--- src/rtl/bsg_manycore_pkg.sv ---
// Shared definitions for the manycore store protocol.
// Contents: op encodings, a reference packet layout, and a small op-decode helper.
// Used by the packet receiver here and by the packet encoder on the send side.
package bsg_manycore_pkg;

  localparam int op_width_gp = 6;

  // Op encodings. Only remote stores are executed by the receive endpoint.
  localparam logic [op_width_gp-1:0] op_remote_store = 6'd1;

  // Reference coordinate/payload widths of the standard tile configuration.
  localparam int ref_x_cord_width_gp = 4;
  localparam int ref_y_cord_width_gp = 4;
  localparam int ref_data_width_gp   = 32;
  localparam int ref_addr_width_gp   = 12;

  // Packet layout, MSB to LSB. Parameterized blocks declare an identically
  // ordered struct with their own field widths.
  typedef struct packed {
    logic [op_width_gp-1:0]         op;
    logic [ref_addr_width_gp-1:0]   addr;
    logic [ref_data_width_gp-1:0]   data;
    logic [ref_y_cord_width_gp-1:0] from_y;
    logic [ref_x_cord_width_gp-1:0] from_x;
    logic [ref_y_cord_width_gp-1:0] y;
    logic [ref_x_cord_width_gp-1:0] x;
  } bsg_manycore_packet_s;

  function automatic logic is_remote_store(input logic [op_width_gp-1:0] op);
    return op == op_remote_store;
  endfunction

endpackage

--- src/rtl/bsg_manycore_pkt_fifo.sv ---
// Packet input buffer: circular FIFO of els_p entries (legal 2..8), no bypass.
// Ports: v_i/data_i/ready_o enqueue side; v_o/data_o/yumi_i dequeue side.
// ready_o comes only from the registered count, so no enqueue happens while
// full even when the head is being consumed in the same cycle.
module bsg_manycore_pkt_fifo #(
  parameter int width_p = 8,
  parameter int els_p   = 2
) (
  input  logic               clk_i,
  input  logic               reset_n_i,
  input  logic               v_i,
  input  logic [width_p-1:0] data_i,
  output logic               ready_o,
  output logic               v_o,
  output logic [width_p-1:0] data_o,
  input  logic               yumi_i
);

  localparam int ptr_width_lp = (els_p > 1) ? $clog2(els_p) : 1;
  localparam int cnt_width_lp = $clog2(els_p + 1);

  logic [width_p-1:0]      mem_r [els_p];
  logic [ptr_width_lp-1:0] rptr_r, wptr_r;
  // Explicit occupancy count: rptr_r == wptr_r alone cannot tell full from empty.
  logic [cnt_width_lp-1:0] count_r;
  logic                    enq, deq;

  function automatic logic [ptr_width_lp-1:0] ptr_inc(input logic [ptr_width_lp-1:0] p);
    return (p == ptr_width_lp'(els_p - 1)) ? '0 : p + ptr_width_lp'(1);
  endfunction

  assign ready_o = (count_r != cnt_width_lp'(els_p));
  assign v_o     = (count_r != '0);
  assign data_o  = mem_r[rptr_r];
  assign enq     = v_i & ready_o;
  assign deq     = yumi_i & v_o;

  always_ff @(posedge clk_i or negedge reset_n_i) begin
    if (!reset_n_i) begin
      rptr_r  <= '0;
      wptr_r  <= '0;
      count_r <= '0;
    end else begin
      if (enq) wptr_r <= ptr_inc(wptr_r);
      if (deq) rptr_r <= ptr_inc(rptr_r);
      case ({enq, deq})
        2'b10:   count_r <= count_r + cnt_width_lp'(1);
        2'b01:   count_r <= count_r - cnt_width_lp'(1);
        default: count_r <= count_r;
      endcase
    end
  end

  // Storage needs no reset: entries are only observed when count_r says so.
  always_ff @(posedge clk_i) begin
    if (enq) mem_r[wptr_r] <= data_i;
  end

endmodule

--- src/rtl/bsg_manycore_pkt_receive.sv ---
// Network-side endpoint: buffers packets, executes local remote stores, drops the rest.
// Ports: router side v_i/data_i/ready_o; memory side v_o/we_o/addr_o/data_o/mask_o/yumi_i;
// status credit_v_o (per store), drop_v_o (per drop), drop_cnt_o (saturating).
module bsg_manycore_pkt_receive
  import bsg_manycore_pkg::*;
#(
  parameter int x_cord_width_p   = 4,
  parameter int y_cord_width_p   = 4,
  parameter int data_width_p     = 32,
  parameter int addr_width_p     = 12,
  parameter int fifo_els_p       = 2,
  parameter int drop_cnt_width_p = 8,
  localparam int packet_width_lp = 6 + 2*x_cord_width_p + 2*y_cord_width_p
                                   + data_width_p + addr_width_p
) (
  input  logic                        clk_i,
  input  logic                        reset_n_i,
  input  logic [x_cord_width_p-1:0]   my_x_i,
  input  logic [y_cord_width_p-1:0]   my_y_i,
  input  logic                        v_i,
  input  logic [packet_width_lp-1:0]  data_i,
  output logic                        ready_o,
  output logic                        v_o,
  output logic                        we_o,
  output logic [addr_width_p-1:0]     addr_o,
  output logic [data_width_p-1:0]     data_o,
  output logic [data_width_p/8-1:0]   mask_o,
  input  logic                        yumi_i,
  output logic                        credit_v_o,
  output logic                        drop_v_o,
  output logic [drop_cnt_width_p-1:0] drop_cnt_o
);

  typedef struct packed {
    logic [op_width_gp-1:0]    op;
    logic [addr_width_p-1:0]   addr;
    logic [data_width_p-1:0]   data;
    logic [y_cord_width_p-1:0] from_y;
    logic [x_cord_width_p-1:0] from_x;
    logic [y_cord_width_p-1:0] y;
    logic [x_cord_width_p-1:0] x;
  } packet_s;

  logic                        fifo_v, fifo_yumi;
  logic [packet_width_lp-1:0]  fifo_data;
  packet_s                     head;
  logic                        head_ok, drop_now;
  logic                        credit_r, drop_r;
  logic [drop_cnt_width_p-1:0] drop_cnt_r;
  logic                        unused_src;

  bsg_manycore_pkt_fifo #(
    .width_p (packet_width_lp),
    .els_p   (fifo_els_p)
  ) fifo (
    .clk_i     (clk_i),
    .reset_n_i (reset_n_i),
    .v_i       (v_i),
    .data_i    (data_i),
    .ready_o   (ready_o),
    .v_o       (fifo_v),
    .data_o    (fifo_data),
    .yumi_i    (fifo_yumi)
  );

  assign head = fifo_data;

  // Source coordinates are carried for the sender's benefit only.
  assign unused_src = ^{head.from_y, head.from_x};

  assign head_ok = is_remote_store(head.op) && (head.x == my_x_i) && (head.y == my_y_i);

  assign v_o    = fifo_v & head_ok;
  assign we_o   = v_o;
  assign addr_o = head.addr;
  assign data_o = head.data;
  assign mask_o = '1;

  // A bad head is discarded immediately; a good head waits for memory.
  assign drop_now  = fifo_v & ~head_ok;
  assign fifo_yumi = drop_now | (v_o & yumi_i);

  always_ff @(posedge clk_i or negedge reset_n_i) begin
    if (!reset_n_i) begin
      credit_r   <= 1'b0;
      drop_r     <= 1'b0;
      drop_cnt_r <= '0;
    end else begin
      credit_r <= v_o & yumi_i;
      drop_r   <= drop_now;
      if (drop_now && (drop_cnt_r != {drop_cnt_width_p{1'b1}}))
        drop_cnt_r <= drop_cnt_r + drop_cnt_width_p'(1);
    end
  end

  assign credit_v_o = credit_r;
  assign drop_v_o   = drop_r;
  assign drop_cnt_o = drop_cnt_r;

`ifndef SYNTHESIS
  a_yumi_needs_v : assert property (@(posedge clk_i) disable iff (!reset_n_i)
    yumi_i |-> v_o)
    else $error("bsg_manycore_pkt_receive: yumi_i asserted while v_o low");

  a_head_stable : assert property (@(posedge clk_i) disable iff (!reset_n_i)
    ($past(v_o) && !$past(yumi_i)) |->
      (v_o && (addr_o == $past(addr_o)) && (data_o == $past(data_o))))
    else $error("bsg_manycore_pkt_receive: offered store changed before yumi_i");

  a_input_stable : assert property (@(posedge clk_i) disable iff (!reset_n_i)
    ($past(v_i) && !$past(ready_o) && v_i) |-> (data_i == $past(data_i)))
    else $warning("bsg_manycore_pkt_receive: data_i changed while stalled");
`endif

endmodule

--- config.mk ---
export PLATFORM = sky130hd
export DESIGN_NAME = bsg_manycore_pkt_receive
export DESIGN_NICKNAME = d
export VERILOG_FILES = /design/src/rtl/bsg_manycore_pkg.sv /design/src/rtl/bsg_manycore_pkt_fifo.sv /design/src/rtl/bsg_manycore_pkt_receive.sv
export SDC_FILE = /design/constraint.sdc
export NUM_CORES = 1
export LEC_CHECK = 0
export CORE_MARGIN = 3
export CORE_UTILIZATION = 35
export CTS_BUF_LIST = sky130_fd_sc_hd__clkbuf_4 sky130_fd_sc_hd__clkbuf_8
export CTS_CLUSTER_DIAMETER = 60
export DETAILED_ROUTE_END_ITERATION = 8
export SLEW_MARGIN = 5
export SYNTH_ARGS = -nofsm -noshare
export SYNTH_HDL_FRONTEND = slang
export SYNTH_SLANG_ARGS = --single-unit
--- constraint.sdc ---
create_clock -name clk_i -period 3.6 [get_ports clk_i]
set_clock_uncertainty 0.05 [all_clocks]
set_input_delay 0.72 -clock clk_i [delete_from_list [all_inputs] [get_ports clk_i]]
set_output_delay 0.72 -clock clk_i [all_outputs]
set_load 0.05 [all_outputs]
# After elaboration in Yosys (flattened, before gate mapping)
# Memory sizes are Yosys's and may differ from the RTL's.
# Cells that the tools add are included.
totals:
  regBits: 14
  ramBits: 132
  inputBits: 78
  output_inout_bits: 61
  memories: 1
mem_list:
  columns: ["name", "depth", "word_bits", "rd", "rd_clocked_by_memory_dff", "wr", "line_no", "text"]
  rows:
  - ["fifo.mem_r", 2, 66, 1, 0, 1, "bsg_manycore_pkt_fifo.sv:22", "logic [width_p-1:0] mem_r [els_p];"]
classes:
  n_addsub: 5
  n_eq_ne: 7
  mux: 5
  bitwise: 7
  reduce_logical: 5
ops:
  columns: ["cell", "n"]
  rows:
  - ["8-bit by 1-bit adder with 8-bit output (second input constant)", 1]
  - ["4-bit == test", 2]
  - ["8-bit != test (second input constant)", 1]
  - ["6-bit by 1-bit == test with 1-bit output (second input constant)", 1]
  - ["1-bit AND", 5]
  - ["1-bit 2-to-1 mux", 4]
  - ["2-bit one-hot mux with 2 select lines", 1]
  - ["2-bit nonzero test", 2]
  - ["1-bit logical AND", 3]
  - ["1-bit adder (second input constant)", 2]
  - ["2-bit by 1-bit adder with 2-bit output (second input constant)", 1]
  - ["2-bit by 1-bit == test with 1-bit output (second input constant)", 1]
  - ["2-bit == test (second input constant)", 1]
  - ["2-bit != test (second input constant)", 1]
  - ["2-bit by 1-bit subtractor with 2-bit output (second input constant)", 1]
  - ["1-bit inverter", 1]
  - ["1-bit OR", 1]

# Depth between registers and ports, before layout
# An unclocked memory read counts as a cell.
logic_depth:
  ltp_word: 10
  depth_mapped: 11
  ltp_nobuf: 10

# Hierarchy
# Synthesis repeated with hierarchy kept, for this count alone.
unflattened:
  cells_unflattened: 283
  hier_area_um2: 5708.0
by_module_without_submodules:
  columns: ["mod", "n_inst", "cells_per_inst", "area_per_inst_um2", "seq_area_each_um2"]
  rows:
  - ["bsg_manycore_pkt_fifo", 1, 222, 5071.1, 4063.9]
  - ["bsg_manycore_pkt_receive", 1, 61, 636.9, 250.2]

# Worst setup path before layout
# Ideal clock, no wire load.
synth_timing:
  path_type: "register to register"
  start: "register fifo.count_r[0]"
  end: "memory fifo.mem_r[0][0] (netlist name) (enable)"
  setup_time_ns: 0.474
  t_arrival_ns: 3.526
  setup_slack_ns: -0.450
  stages_incl_launch_ff: 4
  n_path_buf: 0
  synth_period_minus_slack_ns: 4.050
  cell_sequence: "dfrtp_1 > nand2b_1 > nand2_1 > nor2_1"
synth_between:
  elab_chain_len: 4
synth_lines:
  columns: ["item", "line_no", "text"]
  rows:
  - ["from (decl)", "bsg_manycore_pkt_fifo.sv:25", "logic [cnt_width_lp-1:0] count_r;"]
  - ["from (signal assigned)", "bsg_manycore_pkt_fifo.sv:47", "2'b10: count_r <= count_r + cnt_width_lp'(1);"]
  - ["from (signal assigned)", "bsg_manycore_pkt_fifo.sv:48", "2'b01: count_r <= count_r - cnt_width_lp'(1);"]
  - ["from (signal assigned)", "bsg_manycore_pkt_fifo.sv:49", "default: count_r <= count_r;"]
  - ["2-bit != test", "bsg_manycore_pkt_fifo.sv:32", "assign ready_o = (count_r != cnt_width_lp'(els_p));"]
  - ["net ready_o", "bsg_manycore_pkt_receive.sv:22", "output logic ready_o,"]
  - ["1-bit AND", "bsg_manycore_pkt_fifo.sv:35", "assign enq = v_i & ready_o;"]
  - ["1-bit 2-to-1 mux", "bsg_manycore_pkt_fifo.sv:56", "if (enq) mem_r[wptr_r] <= data_i;"]
  - ["1-bit 2-to-1 mux (implied by the code)", "bsg_manycore_pkt_fifo.sv:56", null]
  - ["to (decl)", "bsg_manycore_pkt_fifo.sv:22", null]
# The timed path passes the listed nets, and every way through them passes these cells.

# Final worst setup path
layout_timing:
  start: "register fifo.rptr_r"
  end: "output v_o"
layout_between:
  elab_chain_len: 5
  elab_cells_between_ends: 7
  classes_between: "eq/ne: 3; bitwise: 1; reduce/logical: 2; memory: 1"
layout_lines:
  columns: ["item", "line_no", "text"]
  rows:
  - ["from (decl)", "bsg_manycore_pkt_fifo.sv:23", "logic [ptr_width_lp-1:0] rptr_r, wptr_r;"]
  - ["from (signal assigned)", "bsg_manycore_pkt_fifo.sv:45", "if (deq) rptr_r <= ptr_inc(rptr_r);"]
  - ["memory read 2 x 66 bit *", null, null]
  - ["6-bit by 1-bit == test with 1-bit output / 4-bit == test (equally long branches)", "bsg_manycore_pkg.sv:30, bsg_manycore_pkt_receive.sv:71", null]
  - ["1-bit logical AND", "bsg_manycore_pkt_receive.sv:71", "assign head_ok = is_remote_store(head.op) && (head.x == my_x_i) && (head.y == my_y_i);"]
  - ["1-bit logical AND *", "bsg_manycore_pkt_receive.sv:71", null]
  - ["1-bit AND *", "bsg_manycore_pkt_receive.sv:73", "assign v_o = fifo_v & head_ok;"]
  - ["to (decl)", "bsg_manycore_pkt_receive.sv:23", "output logic v_o,"]
# Every way passes the cells marked *; elsewhere a longest branch is shown, timed or not.

==> impl_metrics.py <==
metrics = {
    "die": {
        "die_y_um": 125,
        "num_rows": 42,
        "io_pins": 139,
        "dieWidth_um": 125,
        "core_mm2": 0.0135,
        "initial_core_util_pct": 36.6,
        "die_area_mm2": 0.0156,
    },
    "power_and_ir_drop": {
        "max-vdd-ir-drop_v": 0.000396,
        "power_leakage_nw": 2.33,
        "p_per_area_mw_per_mm2": 877,
    },
    "logic_synthesis": {
        "synthCells": 258,
        "synth_commonest_cells": "edfxtp_1 (116), mux2_2 (39), xnor2_1 (17)",
        "synthMostInstantiatedCell": "edfxtp_1",
        "synth.area.top_cells": "edfxtp_1 (71%), mux2_2 (8.9%), dfrtp_1 (7.1%)",
        "synth_warnings": 0,
        "syn_avg_cell_area_um2": 19.1,
        "synth.largest_area_cell": "edfxtp_1",
        "seq_area_frac_synth_pct": 77.6,
        "synthArstFlopShare_pct": 10.8,
        "syn_area_mm2": 0.00494,
        "ys_types": 34,
        "synth_edf_count": 116,
        "ys_ff_latch": 130,
        "synth_top_area_share_pct": 70.6,
        "synth_ff_type": "edfxtp_1",
    },
    "critical_path": {
        "path_class": "flop to output port",
        "startpoint": "fifo.rptr_r",
        "regToRegStartpoint": "fifo.rptr_r",
        "crit_fanout": 17,
        "startpoint_type": "flop",
        "crit_chain": "mux2i_1, xnor2_1, nor4_2, nand3_1, nor2_1, buf_12",
        "cp_num_buf_inv": 1,
        "cp_slowest_stage_delay_ns": 0.60,
        "cp_slowest_cell": "dfrtp_4",
        "worst_path_dominant_cell_family": "simple AND/OR/NAND/NOR gates",
        "timing.rr.end": "fifo.count_r[1]",
        "r2r_cells": 9,
        "end_kind": "output port",
        "arrival_ns": 2.55,
        "rrSetupSlack_ns": 0.97,
        "worst-path-stages": 6,
        "endpoint": "v_o",
        "cp.required_ns": 2.83,
    },
    "route": {
        "wl_met3_um": 1090,
        "routed_via_density": 4.61,
        "drc": 0,
        "wirelength_um": 9510,
        "ant_nets": 0,
        "dr_wl_met2_um": 4590,
        "drt_pass1_iterations": 4,
        "vias": 2705,
        "drt_iter0_drc": 123,
        "top_layer": "met4",
        "wl_met1_um": 3710,
        "wl_per_cell_um": 16.2,
    },
    "placed_design": {
        "place_congestion": 0.803,
        "dp_hpwl_um": 6300,
        "placed_cell_area_mm2": 0.00645,
        "numPortBuffers": 126,
        "dp_cells": 555,
    },
    "clock_tree": {
        "clk_path_buf_depth": 2,
        "post_cts_buffers": 0,
        "insertion_delay_ns": 0.44,
        "cts_buffers": 17,
        "clk_pin_slew_worst_paths_ns": 0.07,
        "clock-sinks": 130,
        "hold_buffers": 0,
        "h-tree-depth": 4,
        "root_buffer": "clkbuf_8",
        "cts_tree": "yes",
    },
    "global_route": {
        "antenna_found_initial": 0,
        "grt_first_pass_wirelength_um": 15100,
        "grt_max_degree": 59,
        "gr-total-overflow": 0,
        "grt_usage_pct": 12.7,
        "grt_pass1_vias": 2985,
    },
    "cells_and_area": {
        "area.growth.synth_to_final_pct": 38.1,
        "n_fill_cell": 1114,
        "drive_above_1_share_pct": 20.0,
        "diodes": 0,
        "final_util_pct": 50.5,
        "layout.nets": 478,
        "fin_cells": 587,
        "fin_area_mm2": 0.00682,
        "area.sequential_mm2": 0.00384,
        "multi_input_area_mm2": 0.00105,
    },
    "timing": {
        "setup_tns_ns": 0,
        "tightest_slew_ns": 0.634,
        "drv_slew": 0,
        "clock.fmax_mhz": 301,
        "finalHoldViolCount": 0,
        "min_period_over_period_pct": 92.3,
        "period_minus_slack_ns": 3.32,
        "setup_viol": 0,
        "rsz0062_at_grt": "false",
        "relSlewSlack_pct": 57.6,
    },
    "outcome": {
        "status": "complete, no violations",
    },
    "run": {
        "cap_viol_max_count": 0,
    },
    "min_path": {
        "hp-class": "flop to flop",
    },
}
-- cells by family after synthesis --
| group | synth area share (%) |
|---|---|
| AO/OA/AOI/OAI | 0.684 |
| XOR/XNOR | 3.37 |
| adder cells (fa/ha/maj) | 0.507 |
| buffers and inverters | 1.55 |
| flip-flops | 77.6 |
| multiplexers | 12.0 |
| other | 0.0760 |
| AND/OR/NAND/NOR | 4.21 |
-- stage by stage --
| stage | setup slack, ns | power [mW] | hold WS [ns] |
|---|---|---|---|
| 2_1_floorplan | 0.512 | 4.04 | 0.374 |
| 3_3_place_gp | 0.461 | 4.89 | 0.440 |
| 3_5_place_dp | 0.400 | 4.91 | 0.455 |
| 4_1_cts | 0.105 | 6.08 | 0.469 |
| 5_1_grt | 0.0657 | 6.28 | 0.500 |
| 6_report | 0.276 | 5.98 | 0.461 |
-- area by class of cell --
type	count	area share, %
repair buffers	129	19.7
flip-flops and latches	130	56.3
well taps	176	3.23
clock buffers	18	3.54
inverters	2	0.110
multi-input cells	118	15.4
clock inverters	14	1.78
-- cell usage in the layout (no fill, tap or decap) --
cell type,Yosys,final
nor4b_1,1,1
mux2_4,1,1
nor4_1,3,3
nor2_1,9,8
o21ai_1,1,1
a31oi_1,1,1
clkinvlp_4,0,2
nand4b_1,2,2
o21ai_2,1,1
nor2_4,0,1
and2_1,1,1
nand4_1,3,3
bufinv_16,0,2
clkbuf_8,0,17
dfrtp_4,0,1
nand2_1,3,3
a41oi_1,1,1
mux2_1,5,5
clkinv_1,0,3
nand2b_1,1,1
nor4_2,2,2
buf_12,0,5
nand3_1,6,6
mux2_2,39,39
clkbuf_4,0,1
conb_1,1,4
xor2_1,2,2
edfxtp_1,116,116
clkinv_2,0,7
or2_2,1,1
mux2i_1,8,8
and3_2,0,1
a21oi_1,1,1
inv_1,2,2
and3_4,1,1
ha_1,2,2
xnor2_1,17,17
dfrtp_1,14,13
clkdlybuf4s50_1,0,124
nand3b_1,1,1
-- flip-flops by register name (all words and copies together), names as in the netlist --
register and flops:
fifo.mem_r 116, drop_cnt_o 8, fifo.count_r 2, credit_v_o 1, drop_v_o 1, fifo.rptr_r 1, fifo.wptr_r 1
-- how the worst min path moves through the flow --
| stage | start | end | slack, ns | cells past startpoint |
|---|---|---|---|---|
| 2_1_floorplan | reset_n_i | credit_v_o | 0.37 | 0 |
| 3_3_place_gp | drop_cnt_o[5] | drop_cnt_o[5] | 0.44 | 1 |
| 3_5_place_dp | fifo.count_r[1] | fifo.count_r[1] | 0.45 | 1 |
| 4_1_cts | fifo.count_r[1] | fifo.count_r[1] | 0.47 | 1 |
| 5_1_grt | fifo.count_r[1] | fifo.count_r[1] | 0.50 | 1 |
| 6_report | fifo.count_r[1] | fifo.count_r[1] | 0.46 | 1 |
-- power breakdown --
part | total [mW] | internal (mW) | switching, mW
clock network | 1.14 | 0.604 | 0.532
registers | 2.24 | 2.07 | 0.171
logic | 2.60 | 0.978 | 1.62
-- layer usage --
layer | vias to the layer above | GRT usage (%)
li1 | 1263 | -
met1 | 1313 | 13.6
met2 | 117 | 20.2
met3 | 12 | 7.80
met4 | 0 | 5.42
met5 | - | 0
-- what timing repair did --
item	in CTS	in global routing
resized for setup	0	1
endpoints found under the setup margin	0	2
hold endpoints to repair	0	0
Note: power is estimated with default switching activity, not from simulation.
